`src/rtl/gpu_cmd_register_file.sv`:
```
// gpu_cmd_register_file: Avalon-MM register file that packages vertex/colour state into one
// rasteriser command per START and hands it off over a valid/ready handshake.
module gpu_cmd_register_file #(
  parameter int DATA_WIDTH = 32,
  parameter int CNT_WIDTH  = 8
) (
  input  logic                  clk,
  input  logic                  reset_n,
  input  logic [5:0]            sel,
  input  logic                  write,
  input  logic                  read,
  input  logic [DATA_WIDTH-1:0] writedata,
  output logic [DATA_WIDTH-1:0] readdata,
  output logic                  cmd_valid,
  input  logic                  cmd_ready,
  output logic [DATA_WIDTH-1:0] cmd_v0,
  output logic [DATA_WIDTH-1:0] cmd_v1,
  output logic [DATA_WIDTH-1:0] cmd_v2,
  output logic [DATA_WIDTH-1:0] cmd_color
);
  typedef enum logic {IDLE, PENDING} state_t;
  state_t                state_q;
  logic [DATA_WIDTH-1:0] vtx0_q, vtx1_q, vtx2_q, color_q, readdata_d, status;
  logic                  ovf_q, ovf_d, serr_q, serr_d;
  logic [CNT_WIDTH-1:0]  cnt_q;
  logic                  one_hot, multi, wr, start, clr;
  assign one_hot = sel != '0 && (sel & (sel - 6'd1)) == '0;
  assign multi   = sel != '0 && !one_hot;
  assign wr      = write && one_hot;
  assign start   = wr && sel[4] && writedata[0];
  assign clr     = wr && sel[5];
  assign cmd_valid = state_q == PENDING;
  always_comb begin
    status = '0;
    status[0] = cmd_valid;
    status[1] = ovf_q;
    status[2] = serr_q;
    status[8 +: CNT_WIDTH] = cnt_q;
  end
  // CTRL reads as zero, so it shares the fall-through with invalid selects
  assign readdata_d = !one_hot ? '0 : sel[0] ? vtx0_q : sel[1] ? vtx1_q : sel[2] ? vtx2_q :
                      sel[3] ? color_q : sel[5] ? status : '0;
  // sticky set events take priority over a same-cycle W1C clear
  assign ovf_d  = (start && cmd_valid) || (ovf_q && !(clr && writedata[1]));
  assign serr_d = (multi && (write || read)) || (serr_q && !(clr && writedata[2]));
  always_ff @(posedge clk or negedge reset_n) begin
    if (!reset_n) begin
      state_q   <= IDLE;
      {vtx0_q, vtx1_q, vtx2_q, color_q} <= '0;
      {cmd_v0, cmd_v1, cmd_v2, cmd_color} <= '0;
      readdata  <= '0;
      ovf_q     <= 1'b0;
      serr_q    <= 1'b0;
      cnt_q     <= '0;
    end else begin
      ovf_q  <= ovf_d;
      serr_q <= serr_d;
      if (read) readdata <= readdata_d;
      if (wr && sel[0]) vtx0_q  <= writedata;
      if (wr && sel[1]) vtx1_q  <= writedata;
      if (wr && sel[2]) vtx2_q  <= writedata;
      if (wr && sel[3]) color_q <= writedata;
      if (state_q == IDLE) begin
        if (start) begin
          {cmd_v0, cmd_v1, cmd_v2, cmd_color} <= {vtx0_q, vtx1_q, vtx2_q, color_q};
          state_q <= PENDING;
        end
      end else if (cmd_ready) begin
        cnt_q   <= cnt_q + CNT_WIDTH'(1);
        state_q <= IDLE;
      end
    end
  end
endmodule

```
`config.mk`:
```
export PLATFORM = sky130hd
export DESIGN_NAME = gpu_cmd_register_file
export DESIGN_NICKNAME = d
export VERILOG_FILES = /design/src/rtl/gpu_cmd_register_file.sv
export SDC_FILE = /design/constraint.sdc
export NUM_CORES = 1
export LEC_CHECK = 0
export ABC_AREA = 1
export ABC_CLOCK_PERIOD_IN_PS = 3540
export CAP_MARGIN = 20
export CORE_MARGIN = 2
export CORE_UTILIZATION = 58
export DETAILED_ROUTE_END_ITERATION = 6
export GPL_ROUTABILITY_DRIVEN = 0
export HOLD_SLACK_MARGIN = 0.08
export PLACE_DENSITY_LB_ADDON = 0.3
export SLEW_MARGIN = 20
export SYNTH_ARGS = -nofsm -noshare
export SYNTH_HDL_FRONTEND = slang
export SYNTH_SLANG_ARGS = --single-unit
```
`constraint.sdc`:
```
create_clock -name clk -period 3.54 [get_ports clk]
set_input_delay 0.708 -clock clk [delete_from_list [all_inputs] [get_ports clk]]
set_output_delay 0.708 -clock clk [all_outputs]
set_load 0.005 [all_outputs]
```
==> flow_summary.yaml, run 1 <==
run_status:
  status: "finished clean"
clock_network:
  cts_resized: 0
  clk_pin_slew_ns: 0.07
  clk-insertion-delay-late_ns: 0.54
  cts_buffers: 29
  htreeDepth: 1
  clk_path_buf_depth: 3
  cts_tree: "done"
  root_buffer: "clkbuf_16"
  post-cts-setup-buffers: 0
  cts.sinks: 299
  cts_hold_buf: 0
grt:
  grtUsageTotal_pct: 33.7
  grt_pass1_wl_mm: 59.4
  grt_pass1_vias: 11100
  grt_max_degree: 102
  overflow: 0
  antenna_found_initial: 1
critical_path:
  start_kind: "input port"
  arrival_ns: 3.31
  cp.required_ns: 4.00
  worstReg2RegEnd: "cmd_v0[23]"
  path_cells: "clkdlybuf4s50_1 > nor2_4 > buf_4 > nand3_1 > nand4_1 > nor2_4 > nand3_4 > buf_4 > nand2_1 > nand2_1"
  max_stage_delay_ns: 0.71
  worstSetupPathType: "input port to flip-flop"
  end_kind: "flip-flop"
  critPathMaxFanout: 91
  cp_top_family: "buffers and inverters"
  crit_buf_inv: 3
  crit_path_top_delay_cell: "buf_4"
  r2r_start: "cmd_valid"
  rrSetupSlack_ns: 1.34
  reg2reg_depth: 5
cells_and_area:
  final_cell_mix: "512 x nand2_1, 299 x dfrtp_1, 202 x clkdlybuf4s50_1, 136 x o21ai_0, 130 x nand4_1"
  drive_gt1_share_pct: 5.53
  diodes: 0
  area_growth_pct: 25.1
  fin_nets: 1613
  layout_commonest_cell: "nand2_1"
  final_area_um2: 15700
power_and_ir_drop:
  p_int_mw: 6.71
  switching_share_pct: 29.7
  clockPowerShare_pct: 33.3
  seqPwrFrac_pct: 48.2
  power_switching_mw: 2.83
  cellPowerDensity_nw_per_um2: 607
  p_comb_share_pct: 18.6
  p_leak_nw: 7.72
  power.total_mw: 9.54
  ir_drop_uv: 436
yosys:
  yosysSeqAreaShare_pct: 59.6
  synth_warnings: 0
  synth_seq_cells: 299
  syn_inst: 1419
  avgSynthCellArea_um2: 8.85
  synthesis.nets: 1463
  synth.cell_area_um2: 12600
  yosysUniqueCellTypes: 29
timing:
  setup_slack_ns: 0.697
  post-route-period-util_pct: 80.3
  max_freq_ghz: 0.352
  final.setup.tns_ns: 0
  period_minus_slack_ns: 2.84
  finalHoldViolCount: 0
  setup_viol: 0
  tightest_slew_ns: 0.938
  rsz0062_at_grt: "no"
  slew_headroom_pct: 37.4
  clock_skew_ns: 0.00975
  slew_viol_final: 0
placed_design:
  place_ws_ns: 0.267
  hpwl_mm: 24.4
  numPortBuffers: 203
  placed_area_um2: 14700
die:
  die-area_um2: 22800
  die_height_um: 151
  ioPinCount: 204
  die_w_um: 151
  placeableCoreArea_um2: 21200
  initial_core_util_pct: 59.4
  row_count: 53
drt:
  wirelength_mm: 37.4
  vias_per_cell: 6.06
  drc: 0
  dr.pass1.iters: 7
  drt_iter0_markers: 1241
  wl_per_cell_um: 20.1
  vias: 11300
  drtAntennaViolNets: 0
run:
  cap_viol_max_count: 0
min_path:
  hold_class: "input port to asynchronous set/reset pin"
-- metal layers --
layer | global-route usage [%] | up-vias | share of wire (%)
met4 | 18.0 | 0 | 6.1
met2 | 55.9 | 658 | 49
li1 | - | 5045 | -
met1 | 42.8 | 5453 | 37
met3 | 5.30 | 143 | 8.2
met5 | 0 | - | 0
-- Yosys cell counts (all sizes together) --
cell type	count	area share [%]
a21boi	1	0.060
a21oi	22	0.88
a22oi	1	0.060
a31oi	11	0.55
buf	37	1.7
clkbuf	72	2.2
clkinv	1	0.030
dfrtp	299	60
ha	1	0.10
inv	51	1.5
nand2	516	16
nand3	8	0.32
nand4	130	6.5
nor2	27	0.91
nor4	2	0.10
o211ai	4	0.24
o21ai	218	8.7
o22ai	11	0.55
xor2	7	0.49
-- cell families after synthesis --
group	count (synthesis)	share of synthesized area [%]
adders and majority gates	1	0.0996
DFF	299	59.6
AOI/OAI and AO/OA	268	11.0
and+or+nand+nor	683	23.4
buffers and inverters	161	5.38
xor gates and xnor gates	7	0.488
-- power by group through the flow --
| stage | clock network (mW) | registers (mW) | logic [mW] |
|---|---|---|---|
| CTS | 3.19 | 4.57 | 1.77 |
| global route | 3.33 | 4.64 | 1.98 |
| global placement | 0 | 4.60 | 1.68 |
| finish | 3.17 | 4.60 | 1.77 |
| detailed placement | 0 | 4.62 | 1.74 |
| floorplan | 0 | 4.46 | 0.884 |
-- sequential cells by signal, indices dropped and copies added, names as in the netlist --
| name | count |
|---|---|
| cmd_color | 32 |
| cmd_v0 | 32 |
| cmd_v1 | 32 |
| cmd_v2 | 32 |
| cmd_valid | 1 |
| cnt_q | 8 |
| color_q | 32 |
| ovf_q | 1 |
| readdata | 32 |
| serr_q | 1 |
| vtx0_q | 32 |
| vtx1_q | 32 |
| vtx2_q | 32 |
-- area by class of cell --
type | instances | area (um^2)
sequential | 299 | 7480
fill | 1498 | 5440
multi-input combinational | 959 | 4420
timing repair buffer | 228 | 2270
clock buffer | 42 | 885
tap | 275 | 344
inverter | 52 | 200
clock inverter | 11 | 113
-- worst max path at each step --
stage	start	to	slack [ns]	cells past startpoint
finish	sel[1]	cmd_v0[23]	0.70	10
global route	sel[1]	cmd_v0[23]	0.54	10
CTS	sel[1]	vtx2_q[22]	0.75	9
detailed placement	sel[1]	vtx2_q[14]	0.27	10
global placement	sel[1]	vtx2_q[11]	0.40	10
floorplan	sel[2]	vtx2_q[11]	1.49	11
-- per-stage QoR --
stage	instances	utilization (%)	hold slack (ns)
after floorplan	1419	-	0.412
after global placement	1813	69.6	0.453
after detailed placement	1813	69.6	0.458
after CTS	1866	74.3	0.186
after global routing	1866	74.3	0.210
final	1866	74.3	0.166
Power figures use the tool's default switching activity.
==> run 2, diff against run 1 <==
- ABC_CLOCK_PERIOD_IN_PS: 3540 -> 3000
- CORE_UTILIZATION: 58 -> 54
- clock period: 3.54 -> 3 ns (I/O delays scaled with it)
==> flow_summary.yaml, run 2 (synthesized netlist as in run 1, its figures left out) <==
run_status:
  status: "finished clean"
clock_network:
  post-cts-setup-buffers: 0
  clk_path_buf_depth: 3
  cts_tree: "done"
  cts_buffers: 31
  cts.sinks: 299
  htreeDepth: 1
  cts_resized: 0
  root_buffer: "clkbuf_16"
  clk-insertion-delay-late_ns: 0.56
  clk_pin_slew_ns: 0.06
cells_and_area:
  fin_nets: 1629
  final_cell_mix: "512 x nand2_1, 299 x dfrtp_1, 202 x clkdlybuf4s50_1, 136 x o21ai_0, 130 x nand4_1"
  instances_no_fill: 1892
  diodes: 0
  drive_gt1_share_pct: 6.22
  postLayoutCoreUtil_pct: 70.0
  area_growth_pct: 26.7
  layout_commonest_cell: "nand2_1"
timing:
  clock_skew_ns: 0.0144
  setup_viol: 0
  finalHoldViolCount: 0
  tightest_slew_ns: 0.891
  slew_viol_final: 0
  post-route-period-util_pct: 84.2
  final.setup.tns_ns: 0
  slew_headroom_pct: 40.5
  rsz0062_at_grt: "no"
  setup_slack_ns: 0.473
  period_minus_slack_ns: 2.53
  max_freq_ghz: 0.396
drt:
  drt_iter0_markers: 1161
  drc: 0
  drtAntennaViolNets: 0
  wirelength_mm: 37.8
  wl_per_cell_um: 20.0
  vias_per_cell: 5.93
  dr.pass1.iters: 6
  vias: 11200
grt:
  grt_pass1_wl_mm: 59.7
  grtUsageTotal_pct: 31.4
  grt_pass1_vias: 11000
  overflow: 0
  grt_max_degree: 129
  antenna_found_initial: 1
critical_path:
  arrival_ns: 2.92
  crit_path_top_delay_cell: "clkdlybuf4s50_1"
  worstSetupPathType: "input port to flip-flop"
  end_kind: "flip-flop"
  start_kind: "input port"
  path_cells: "clkdlybuf4s50_1 > nor2_4 > nand3_1 > nand2_1 > nand4_1 > nor2_4 > nand2_4 > nand2_1 > o21ai_0"
  max_stage_delay_ns: 0.54
  critPathMaxFanout: 64
  r2r_start: "cmd_valid"
  setup.worst_path.start: "sel[0]"
  cp.required_ns: 3.39
die:
  die_w_um: 156
  placeableCoreArea_um2: 22700
  die_height_um: 156
  row_count: 55
  ioPinCount: 204
  die-area_um2: 24500
  initial_core_util_pct: 55.3
min_path:
  hold_class: "flip-flop to flip-flop"
  holdCritStartpoint: "cmd_color[0]"
placed_design:
  place_ws_ns: 0.0321
  numPortBuffers: 203
  dp_cells: 1836
  hpwl_mm: 25.0
power_and_ir_drop:
  p_leak_nw: 7.81
  cellPowerDensity_nw_per_um2: 710
  ir_drop_uv: 460
run:
  cap_viol_max_count: 0
## run 2: report_power, final
| part | internal (mW) | total (mW) | switching (mW) | leakage, nW |
|---|---|---|---|---|
| Combinational | 0.972 | 2.11 | 1.14 | 3.36 |
| Clock | 2.15 | 3.75 | 1.60 | 0.491 |
| Sequential | 4.77 | 5.43 | 0.657 | 3.96 |
## run 2: timing repair
action                                  CTS  global route
hold buffers                              1             0
endpoints found under the setup margin    0             0
hold endpoints to repair                  1             0
## run 2: path summary, 6_finish.rpt
kind / end / slack (ns) / cells past startpoint
worst max-delay path: vtx2_q[24] / 0.47 / 9
worst min-delay path: cmd_color[0] / 0.47 / 2
worst max register to register: cmd_v0[0] / 1.05 / 5
worst min register to register: cmd_color[0] / 0.47 / 2
max in group asynchronous: cmd_v2[5] / 1.56 / 3
min in group asynchronous: cmd_v0[31] / 0.63 / 2
## run 2: through the flow
step	hold slack, ns	total power, mW	cell area, um^2
floorplan	0.304	6.31	12600
detailed placement	0.458	7.55	14900
global placement	0.453	7.45	14900
CTS	0.472	11.3	15900
finish	0.468	11.3	15900
global route	0.493	11.8	15900
## run 2: worst max-delay path: cells and delay by family
kind	cells	cell delay (ns)
simple gates	7	1.60
buf+inv	1	0.54
compound gates	1	0.13
## run 2: metal layers
| layer | GRT usage [%] | part of all wire, % | vias to the layer above |
|---|---|---|---|
| met5 | 0 | 0.026 | - |
| met4 | 15.4 | 5.3 | 2 |
| met3 | 5.15 | 8.0 | 121 |
| met2 | 51.1 | 48 | 608 |
| met1 | 41.2 | 39 | 5411 |
| li1 | - | - | 5077 |
## run 2: cell type report
cell class                      count  area (um^2)
Fill cell                        1704         6810
Sequential cell                   299         7480
Clock inverter                     12          100
Multi-Input combinational cell    959         4420
Clock buffer                       43          891
Timing Repair Buffer              242         2460
Inverter                           52          200
Tap cell                          285          357
